## src/rtl/pc_sequencer.sv

```systemverilog
// Program-counter sequencer: owns the fetch PC, the global pipeline enable and
// the IF/ID and ID/EX flush strobes, and runs the IDLE / RUN / STEP_WAIT /
// DRAIN / HALTED control flow, including the drain window after HALT decode.
module pc_sequencer #(
  parameter int DATA_WIDTH   = 32,
  parameter int DRAIN_CYCLES = 4
) (
  input  logic                  i_clk,
  input  logic                  i_reset_n,
  input  logic                  i_start,
  input  logic                  i_step_mode,
  input  logic                  i_step,
  input  logic                  i_stall,
  input  logic                  i_jump,
  input  logic [DATA_WIDTH-1:0] i_pcjump,
  input  logic                  i_branch_taken,
  input  logic [DATA_WIDTH-1:0] i_branch_pc,
  input  logic                  i_halt,
  output logic [DATA_WIDTH-1:0] o_pc,
  output logic                  o_pipe_en,
  output logic                  o_flush_ifid,
  output logic                  o_flush_idex,
  output logic                  o_running,
  output logic                  o_halted,
  output logic [DATA_WIDTH-1:0] o_cycle_count
);

  // Drain counter only needs to hold DRAIN_CYCLES-1; keep at least one bit.
  localparam int CNT_W = (DRAIN_CYCLES > 1) ? $clog2(DRAIN_CYCLES) : 1;

  typedef enum logic [2:0] {
    S_IDLE,
    S_RUN,
    S_STEP_WAIT,
    S_DRAIN,
    S_HALTED
  } state_t;

  state_t                state, state_next;
  logic [DATA_WIDTH-1:0] pc_next;
  logic [DATA_WIDTH-1:0] count_next;
  logic [CNT_W-1:0]      drain_cnt, drain_next;
  logic                  step_mode, step_mode_next;
  logic                  advance;

  // Next-state, next-PC and all combinational outputs; defaults hold everything.
  always_comb begin
    state_next     = state;
    pc_next        = o_pc;
    count_next     = o_cycle_count;
    drain_next     = drain_cnt;
    step_mode_next = step_mode;
    advance        = 1'b0;
    o_flush_ifid   = 1'b0;
    o_flush_idex   = 1'b0;
    o_running      = 1'b0;
    o_halted       = 1'b0;

    case (state)
      S_IDLE, S_HALTED: begin
        o_halted = (state == S_HALTED);
        if (i_start) begin
          pc_next        = '0;
          count_next     = '0;
          step_mode_next = i_step_mode;
          state_next     = i_step_mode ? S_STEP_WAIT : S_RUN;
        end
      end

      S_RUN, S_STEP_WAIT: begin
        o_running = 1'b1;
        advance   = (state == S_RUN) || i_step;
        if (advance) begin
          if (i_branch_taken) begin
            pc_next      = i_branch_pc;
            o_flush_ifid = 1'b1;
            o_flush_idex = 1'b1;
          end else if (i_stall) begin
            pc_next = o_pc;
          end else if (i_halt) begin
            state_next = S_DRAIN;
            drain_next = CNT_W'(DRAIN_CYCLES - 1);
          end else if (i_jump) begin
            pc_next      = i_pcjump;
            o_flush_ifid = 1'b1;
          end else begin
            pc_next = o_pc + DATA_WIDTH'(1);
          end
        end
      end

      S_DRAIN: begin
        advance      = 1'b1;
        o_flush_ifid = 1'b1;
        if (i_branch_taken) begin
          pc_next      = i_branch_pc;
          o_flush_idex = 1'b1;
          drain_next   = '0;
          state_next   = step_mode ? S_STEP_WAIT : S_RUN;
        end else if (drain_cnt == '0) begin
          state_next = S_HALTED;
        end else begin
          drain_next = drain_cnt - CNT_W'(1);
        end
      end

      default: begin
        state_next = S_IDLE;
      end
    endcase

    if (advance && (o_cycle_count != {DATA_WIDTH{1'b1}})) begin
      count_next = o_cycle_count + DATA_WIDTH'(1);
    end
  end

  assign o_pipe_en = advance;

  // State, PC, cycle counter, drain counter and latched step mode registers.
  always_ff @(posedge i_clk or negedge i_reset_n) begin
    if (!i_reset_n) begin
      state         <= S_IDLE;
      o_pc          <= '0;
      o_cycle_count <= '0;
      drain_cnt     <= '0;
      step_mode     <= 1'b0;
    end else begin
      state         <= state_next;
      o_pc          <= pc_next;
      o_cycle_count <= count_next;
      drain_cnt     <= drain_next;
      step_mode     <= step_mode_next;
    end
  end

endmodule

```

## config.mk

```make
export PLATFORM = sky130hd
export DESIGN_NAME = pc_sequencer
export DESIGN_NICKNAME = d
export VERILOG_FILES = /design/src/rtl/pc_sequencer.sv
export SDC_FILE = /design/constraint.sdc
export NUM_CORES = 1
export LEC_CHECK = 0
export BUFFER_PORTS_ARGS = -buffer_cell sky130_fd_sc_hd__buf_2
export CAP_MARGIN = 20
export CORE_MARGIN = 1.5
export CORE_UTILIZATION = 47
export CTS_CLUSTER_DIAMETER = 100
export DETAILED_ROUTE_END_ITERATION = 12
export PLACE_DENSITY = 0.81
export SYNTH_ARGS = -nofsm -noshare
export SYNTH_HDL_FRONTEND = slang
export SYNTH_SLANG_ARGS = --single-unit
```

## constraint.sdc

```tcl
create_clock -name i_clk -period 2.5 [get_ports i_clk]
set_input_delay 0.375 -clock i_clk [delete_from_list [all_inputs] [get_ports i_clk]]
set_output_delay 0.375 -clock i_clk [all_outputs]
set_load 0.005 [all_outputs]
```

==> results of run 1 <==
==> Yosys cell counts, types with 3 or more instances <==
| cell | count |
|---|---|
| sky130_fd_sc_hd__o211ai_1 | 4 |
| sky130_fd_sc_hd__or4_1 | 5 |
| sky130_fd_sc_hd__ha_1 | 3 |
| sky130_fd_sc_hd__mux2i_1 | 3 |
| sky130_fd_sc_hd__a31o_2 | 3 |
| sky130_fd_sc_hd__nand2_1 | 80 |
| sky130_fd_sc_hd__buf_2 | 6 |
| sky130_fd_sc_hd__nor2_1 | 61 |
| sky130_fd_sc_hd__inv_1 | 15 |
| sky130_fd_sc_hd__nor3_1 | 19 |
| sky130_fd_sc_hd__xnor2_1 | 6 |
| sky130_fd_sc_hd__xor2_1 | 9 |
| sky130_fd_sc_hd__o221ai_1 | 3 |
| sky130_fd_sc_hd__o22a_1 | 3 |
| sky130_fd_sc_hd__a221oi_1 | 5 |
| sky130_fd_sc_hd__nand3_1 | 29 |
| sky130_fd_sc_hd__or2_2 | 6 |
| sky130_fd_sc_hd__o31ai_1 | 3 |
| sky130_fd_sc_hd__o22ai_1 | 9 |
| sky130_fd_sc_hd__and2_1 | 4 |
| sky130_fd_sc_hd__a21oi_1 | 49 |
| sky130_fd_sc_hd__nand4_1 | 17 |
| sky130_fd_sc_hd__and3_1 | 10 |
| sky130_fd_sc_hd__a31oi_1 | 26 |
| sky130_fd_sc_hd__dfrtp_1 | 70 |
| sky130_fd_sc_hd__nor4_1 | 6 |
| sky130_fd_sc_hd__o21ai_0 | 76 |
| sky130_fd_sc_hd__a22oi_1 | 8 |
| sky130_fd_sc_hd__clkbuf_1 | 30 |
| sky130_fd_sc_hd__or3_1 | 4 |
| sky130_fd_sc_hd__and4_1 | 6 |
==> worst max-delay path: stages, from the launching register on <==
cell	delay [ns]
sky130_fd_sc_hd__dfrtp_1	0.43
sky130_fd_sc_hd__nand3_4	0.08
sky130_fd_sc_hd__or4_4	0.54
sky130_fd_sc_hd__or4_1	0.61
sky130_fd_sc_hd__or4_1	0.43
sky130_fd_sc_hd__a21oi_1	0.15
sky130_fd_sc_hd__nor2_1	0.06
==> metrics by stage <==
step                      hold slack (ns)  instances  util (%)
final                              0.0411        905      61.3
after global routing               0.0568        905      61.3
after floorplan                    0.0794        614         -
after detailed placement            0.422        889      59.0
after CTS                          0.0350        905      61.1
after global placement              0.418        889      59.0
==> cell usage in the layout, fill, tap and decap left out, types with 3 or more instances in the layout <==
master | synthesis | final
sky130_fd_sc_hd__a221oi_1 | 5 | 5
sky130_fd_sc_hd__a31o_2 | 3 | 3
sky130_fd_sc_hd__a31oi_1 | 26 | 25
sky130_fd_sc_hd__and2_1 | 4 | 4
sky130_fd_sc_hd__or4_1 | 5 | 4
sky130_fd_sc_hd__nand4_1 | 17 | 17
sky130_fd_sc_hd__o21ai_0 | 76 | 76
sky130_fd_sc_hd__nand3_1 | 29 | 29
sky130_fd_sc_hd__o22a_1 | 3 | 3
sky130_fd_sc_hd__buf_4 | 0 | 36
sky130_fd_sc_hd__ha_1 | 3 | 3
sky130_fd_sc_hd__or2_2 | 6 | 6
sky130_fd_sc_hd__nor3_1 | 19 | 19
sky130_fd_sc_hd__a22oi_1 | 8 | 8
sky130_fd_sc_hd__and4_1 | 6 | 6
sky130_fd_sc_hd__buf_2 | 6 | 141
sky130_fd_sc_hd__inv_1 | 15 | 15
sky130_fd_sc_hd__nor4_1 | 6 | 5
sky130_fd_sc_hd__o221ai_1 | 3 | 3
sky130_fd_sc_hd__or3_1 | 4 | 4
sky130_fd_sc_hd__a21oi_1 | 49 | 49
sky130_fd_sc_hd__dfrtp_1 | 70 | 69
sky130_fd_sc_hd__buf_12 | 0 | 3
sky130_fd_sc_hd__nand2_1 | 80 | 79
sky130_fd_sc_hd__nor2_1 | 61 | 61
sky130_fd_sc_hd__o22ai_1 | 9 | 9
sky130_fd_sc_hd__o31ai_1 | 3 | 3
sky130_fd_sc_hd__and3_1 | 10 | 10
sky130_fd_sc_hd__xnor2_1 | 6 | 5
sky130_fd_sc_hd__clkbuf_8 | 0 | 11
sky130_fd_sc_hd__mux2i_1 | 3 | 3
sky130_fd_sc_hd__o211ai_1 | 4 | 4
sky130_fd_sc_hd__xor2_1 | 9 | 9
==> per-layer routing <==
layer	track usage [%]	vias up	share of wire (%)
met3	7.32	40	9.2
met4	12.9	0	2.8
li1	-	2587	-
met2	49.5	285	48
met1	34.2	2554	40
met5	0	-	0
==> sequential cells by signal, indices dropped and copies added (netlist names) <==
| signal | count |
|---|---|
| o_cycle_count | 32 |
| o_pc | 32 |
| state | 3 |
| drain_cnt | 2 |
| step_mode | 1 |
==> worst paths after layout <==
kind / startpoint / endpoint / slack (ns) / depth (start not counted)
worst max-delay path: o_pc[1]$_DFFE_PN0P_ / o_pc[31]$_DFFE_PN0P_ / 0.08 / 6
worst min-delay path: i_reset_n / o_pc[20]$_DFFE_PN0P_ / 0.04 / 1
worst max register to register: o_pc[1]$_DFFE_PN0P_ / o_pc[31]$_DFFE_PN0P_ / 0.08 / 6
worst min register to register: o_cycle_count[16]$_DFFE_PN0P_ / o_cycle_count[16]$_DFFE_PN0P_ / 0.51 / 1
max in group asynchronous: i_reset_n / state[0]$_DFFE_PN0P_ / 1.76 / 2
min in group i_clk: i_branch_pc[3] / o_pc[3]$_DFFE_PN0P_ / 0.28 / 3
==> kinds of logic after synthesis <==
logic type | after synthesis | share of synthesized area (%)
buffers and inverters | 54 | 4.49
xor gates and xnor gates | 15 | 2.81
adders and majority gates | 3 | 0.802
and+or+nand+nor | 255 | 26.2
muxes | 4 | 0.882
AOI/OAI and AO/OA | 213 | 27.4
DFF | 70 | 37.4
==> power by group through the flow <==
| stage | registers (mW) | logic [mW] | clock network (mW) |
|---|---|---|---|
| CTS | 1.87 | 3.70 | 0.967 |
| global route | 1.93 | 4.18 | 1.02 |
| global placement | 1.86 | 3.58 | 0 |
| floorplan | 1.87 | 2.25 | 0 |
| detailed placement | 1.89 | 3.68 | 0 |
| finish | 1.88 | 3.74 | 0.953 |
==> timing repair <==
action / in CTS / in global routing
endpoints found under the setup margin: 0 / 4
endpoints found under the hold margin: 0 / 0
gates resized for setup: 0 / 5
==> layout make-up <==
cell class	instances	area (um^2)
sequential	70	1750
clock inverter	3	42.5
multi-input combinational	490	2750
fill	894	3760
inverter	16	60.1
tap	133	166
clock buffer	13	159
timing repair buffer	180	1040
==> impl.org, run 1 <==
** Yosys
- Asr flop ratio synth :: 100%
- Each instance of the synthesized netlist takes up on average 7.63 um^2.
- Most used flip-flop cell after synthesis :: sky130_fd_sc_hd__dfrtp_1
- Yosys mapped a number of flops with a built-in enable equal to 0.
- Number of different library cells in the post-synthesis netlist :: 58
- Synth Register Bits :: 70
- In the synthesized netlist, the number of instances is a little over 600.
- The synthesized design devotes to its leading area cell type 37.4% of total area.
- For this run, the number of Yosys warnings is 0.
- Synth Cell Area :: 4680 um^2
- In the post-synthesis netlist, the biggest area contributors are sky130_fd_sc_hd__dfrtp_1 (37%), sky130_fd_sc_hd__o21ai_0 (8.1%), sky130_fd_sc_hd__nand2_1 (6.4%).
- Counting every net in the synthesized netlist gives just under 700.
- Register area share after synthesis :: 37.4%
- Summed over all instances, the cell type with the most area after synthesis is sky130_fd_sc_hd__dfrtp_1.

** Finish
- The repair_antennas step left the layout with diodes totalling 0.
- Fraction of final layout cells sized beyond drive strength 1 :: 27.6%
- Area growth, synth to finish :: 27.4%
- After the last flow step, the layout net total stands at around 840.
- With fillers left out, the area of the finished cells amounts to 5960 um^2.

** Clocking
- Buffers inserted to repair hold after CTS numbered 0.
- Clock tree synthesis selected as its root buffer the cell sky130_fd_sc_hd__clkbuf_8.
- Maximum level of the CTS H-tree :: 3
- Clock-pin slew on the worst setup and hold paths :: 0.08 ns
- In this run the deepest clock path goes through 2 buffers.
- The number of clock buffers added by TritonCTS is 9.
- The later pin in the worst-skew pair is clocked with a latency of 0.36 ns.
- The tree built by TritonCTS fans out to 70 sinks.
- TritonCTS clock tree :: built
- After clock tree synthesis, the setup repair step added 0 buffers.

** Timing
- Final hold vios :: 0
- Period minus WS final :: 2.42 ns
- Worst-case headroom to the max-slew limit :: 57.2%
- Setup repair after global routing left no endpoint under its margin.
- Setup WS post-layout :: 0.0824 ns
- Summed over all failing endpoints, the final setup total negative slack is 0 ns.
- For the pin with the worst max-slew slack, the measured transition is approximately 0.64 ns.
- The max-slew violation total from the final report came to 0.
- Maximum clock frequency :: 414 MHz
- Setup violations remaining at the end of the flow were counted as 0.
- The clock arrives with roughly 0.016 ns of skew.
- Of the available clock period, the critical path in the final layout requires 96.7%.

** Global routing
- Pin count of the biggest net entering global routing :: between 40 and 50
- In the global route stage, overall resource usage came out at about 29%.
- The first global-routing pass estimated 23500 um of wire.
- The initial antenna violation count was 0.
- The number of global-route vias before repair is 5022.
- GRT Residual Overflow :: 0

** Setup path
- Data arrives at the worst endpoint at 2.66 ns.
- Setup crit start kind :: flip-flop
- STA puts the critical path data required time at 2.74 ns.
- The worst setup path is captured at a flip-flop.
- The critical path in this run is classified as flip-flop to flip-flop.
- Peak fanout along the critical path :: 4

** Drt
- The routed layout has between 5000 and 6000 vias.
- For this run, design rule violations remaining after detail routing come to 0.
- DRC violation total after the first TritonRoute iteration :: 328
- Post-DRT Antenna Nets :: 0
- Detailed-router iteration count before antenna repair :: 5
- Ratio of routed vias to standard cells :: 6.04
- Routed wire length :: 15200 um
- After detailed routing, the average wire length per cell comes to 16.8 um.

** Flow run
- Max-cap violations in this run came to 0.

** Placement
- During placement, the flow inserted port buffers numbering between 100 and 150.
- Final weighted congestion in routability-driven placement :: 0.918
- Detailed placement ended at an HPWL of 11100 um.
- Once placement finished, the instance area stood at 5740 um^2.
- Setup slack after placement :: 0.0636 ns

** Floorplanning
- Number of standard-cell rows in the floorplan :: 36
- Floorplan die height :: 103 um
- Full die area :: 10600 um^2
- The initial utilization of the core area, before any placement, comes to around half.
- 142 I/O pins were placed.
- In this run the standard cell core region covers roughly 9700 um^2.
- Die width :: ~100 um

** Power and ir drop
- Cell-internal power :: 3.54 mW
- Switching part of the total :: 46.2%
- Clk pwr share :: between 10% and 20%
- Combinational logic burns between 50% and 60% of the power.
- Cell leakage power :: 2.74 nW
- Sequential cell fraction of total power :: between 20% and 30%
- Worst-case vdd ir drop :: between 0.4 and 0.5 mV
- Dividing total power by cell area gives a power density of ~1100 nW/um^2.
- The design draws around 6.6 mW.
- Power dissipated by switching net loads :: 3.04 mW

** Hold path
- Class of the tightest hold or removal check :: primary input to async pin

** Run status
- The run finished with clean final reports.
Note: power is estimated with default switching activity, not from simulation.
==> run 2: changes to the inputs <==
SETUP_SLACK_MARGIN = 0.4   (was not set)
==> run 2 against run 1 <==
Net effect: first-iteration DRC count is 0.61% higher; sequential power is 3% higher; non-clock buffer count is 30 higher; sequential share of layout area is 2.5 points lower; clock power is 11% higher; cell area is 10% higher; flip-flop and latch count stayed put; register-to-register slack better by 0.07 ns; clock skew is 0.0046 ns lower; power is 15% higher.
==> impl.org, run 2 (synthesis gave the netlist of run 1 again) <==
** Finish
- Area growth, synth to finish :: 40.5%
- Leading cell type in the layout, fill and taps excluded :: sky130_fd_sc_hd__buf_2
- Count of placed standard cells in the final layout, fillers left out :: 936
- In the layout the commonest cells are sky130_fd_sc_hd__buf_2 (141), sky130_fd_sc_hd__nand2_1 (79), sky130_fd_sc_hd__o21ai_0 (71).
- Number of filler cells placed in the layout :: 768
- The repair_antennas step left the layout with diodes totalling 0.
- After the last flow step, the layout net total stands at 874.
- Fraction of final layout cells sized beyond drive strength 1 :: a little over a third
- Largest registers :: o_cycle_count: 32 flops, o_pc: 32 flops, state: 3 flops

** Clocking
- TritonCTS clock tree :: built
- Maximum level of the CTS H-tree :: 3
- Clk root buf :: sky130_fd_sc_hd__clkbuf_8
- Clock latency on the worst-skew pair, taken at its later pin, is 0.36 ns.
- In this run, CTS created clock tree buffers numbering 9.
- Num Clock Sinks :: 70
- The clock passes through at most 2 buffers.
- Clock-pin slew on the worst setup and hold paths :: 0.08 ns

** Global routing
- Entering global routing, the biggest net connects 47 pins.
- The number of global-route vias before repair was slightly above 5000.
- Global routing consumed, over all layers together, 29.5% of the routing resources.
- The initial antenna violation count came to 0.
- Global-route wire length before repair :: 24500 um
- For this run the aggregate overflow at the end of global routing stands at 0.

** Setup path
- Library cell contributing the largest single delay on the critical path :: sky130_fd_sc_hd__or4_4
- Kind of critical path :: flip-flop to flip-flop
- The worst setup path is launched from a flip-flop.
- CP delay by family, top :: simple AND/OR/NAND/NOR gates
- The most numerous cell type found on the critical path is sky130_fd_sc_hd__or4_4.
- Along the worst path, the maximum fanout reaches 4.
- Critical path's largest stage delay :: 0.53 ns
- Data arrives at the worst endpoint at 2.59 ns.
- The worst setup path is captured at a flip-flop.
- Data on the critical path is required at its endpoint by 2.75 ns.
- Count of buffer and inverter cells on the critical path :: 0
- Cell-by-cell trace of the critical path :: nand3_4 > or4_4 > or4_4 > or4_1 > a21oi_1 > nor2_1

** Timing
- Worst setup skew after layout :: 0.0112 ns
- Transition time at the pin with the least slew margin :: 0.623 ns
- Fraction of the cycle the final worst path needs :: 93.8%
- Setup repair after global routing could not meet its margin everywhere.
- Final TNS setup :: 0 ns
- Final hold vios :: 0
- Maximum clock frequency :: approximately 430 MHz
- The max-slew violation total from the final report was 0.
- Worst-case headroom to the max-slew limit :: 58.5%
- Period minus WS final :: 2.34 ns
- Setup violations remaining at the end of the flow were counted as 0.

** Power and ir drop
- In this run the power density over the cells is 1150 nW/um^2.
- Worst-case vdd ir drop :: 0.482 mV
- The analysis attributes to cell leakage a power of 3.01 nW.

** Drt
- Summed over all layers, the routed wires come to approximately 17000 um.
- Ratio of routed vias to standard cells :: about 6.3
- Dividing the detail-routed wire length by the instance count gives 18.0 um.
- After the first detailed-routing iteration, the DRC count stood at 330.
- Once detail routing completed, the nets flagged for antenna violations numbered 0.
- Detailed-router iteration count before antenna repair :: 7
- Across all layers, the routed design uses a little under 6000 vias.
- DRC errors left :: 0

** Floorplanning
- Floorplan die height :: 103 um
- For this design the top-level I/O count stands at 142.
- The core region is between 9000 and 10000 um^2.
- Starting density of the core :: 48.1%
- The floorplan step defined a die boundary enclosing 10600 um^2.
- Die width :: 103 um
- The initialized floorplan defines 36 standard-cell rows.

** Run status
- Run status :: complete, no violations

** Flow run
- Number of max-capacitance violations reported :: 0

** Placement
- Port buffering added approximately 140 buffers.
- Placed cell count :: around 880
- Final weighted congestion in routability-driven placement :: 0.987
- Summed over all nets, the half-perimeter wirelength after detailed placement is around 11000 um.

** Hold path
- The min-delay analysis places its worst path in the category primary input to async pin.
## run 2: cell count changes in the layout (fill, tap and decap cells not counted), sizes merged
cell,previous run,this run
buf,180,207
clkinvlp,1,3
bufinv,1,2
or2,6,7
## run 2: what timing repair did
action	4_1_cts	5_1_grt
setup buffers	12	20
gates resized for setup	36	39
gates cloned	0	4
hold buffers	0	0
pin swaps	9	13
endpoints found under the setup margin	52	54
## run 2: stage by stage
step | setup slack [ns] | hold WS [ns] | cell area [um^2] | util (%) | power (mW)
5_1_grt | 0.119 | 0.0743 | 6580 | 67.6 | 8.04
6_report | 0.156 | 0.0274 | 6580 | 67.6 | 7.55
3_5_place_dp | 0.150 | 0.422 | 5740 | 59.0 | 5.52
4_1_cts | 0.204 | 0.0420 | 6190 | 63.6 | 6.79
2_1_floorplan | 0.126 | 0.0794 | 4730 | - | 4.14
3_3_place_gp | 0.192 | 0.417 | 5740 | 59.0 | 5.37
## run 2: path summary, 6_finish.rpt
check	slack, ns	startpoint	endpoint	depth (start not counted)
setup / recovery	0.16	o_pc[0]$_DFFE_PN0P_	o_pc[31]$_DFFE_PN0P_	6
hold / removal	0.03	i_reset_n	o_pc[21]$_DFFE_PN0P_	1
setup reg to reg	0.16	o_pc[0]$_DFFE_PN0P_	o_pc[31]$_DFFE_PN0P_	6
hold reg to reg	0.51	o_cycle_count[16]$_DFFE_PN0P_	o_cycle_count[16]$_DFFE_PN0P_	1
max in group asynchronous	1.78	i_reset_n	o_cycle_count[6]$_DFFE_PN0P_	2
min in group i_clk	0.28	i_branch_pc[23]	o_pc[23]$_DFFE_PN0P_	3
## run 2: cell type report
| cell class | instances | area, um^2 | share of cell area [%] |
|---|---|---|---|
| multi-input combinational | 491 | 3010 | 45.7 |
| timing repair buffer | 210 | 1360 | 20.6 |
| clock buffer | 10 | 138 | 2.09 |
| inverter | 16 | 63.8 | 0.970 |
| clock inverter | 6 | 85.1 | 1.29 |
| tap | 133 | 166 | 2.53 |
| sequential | 70 | 1770 | 26.9 |
## run 2: power breakdown
part           switching (mW)  internal [mW]
registers               0.425           1.50
clock network           0.471          0.586
logic                    2.55           2.01
total                    3.45           4.10
## run 2: worst reg2reg max path: stages, from the launching register on
cell,delay (ns)
sky130_fd_sc_hd__dfrtp_2,0.42
sky130_fd_sc_hd__nand3_4,0.08
sky130_fd_sc_hd__or4_4,0.53
sky130_fd_sc_hd__or4_4,0.53
sky130_fd_sc_hd__or4_1,0.45
sky130_fd_sc_hd__a21oi_1,0.17
sky130_fd_sc_hd__nor2_1,0.05
## run 2: per-layer routing
metal / share of wire [%] / global-route usage [%] / up-vias / routed length (um)
li1: - / - / 2649 / -
met1: 38 / 36.7 / 2780 / 6400
met2: 49 / 49.6 / 379 / 8300
met3: 9.8 / 5.56 / 54 / 1650
met4: 3.0 / 14.1 / 0 / 507
met5: 0 / 0 / - / 0
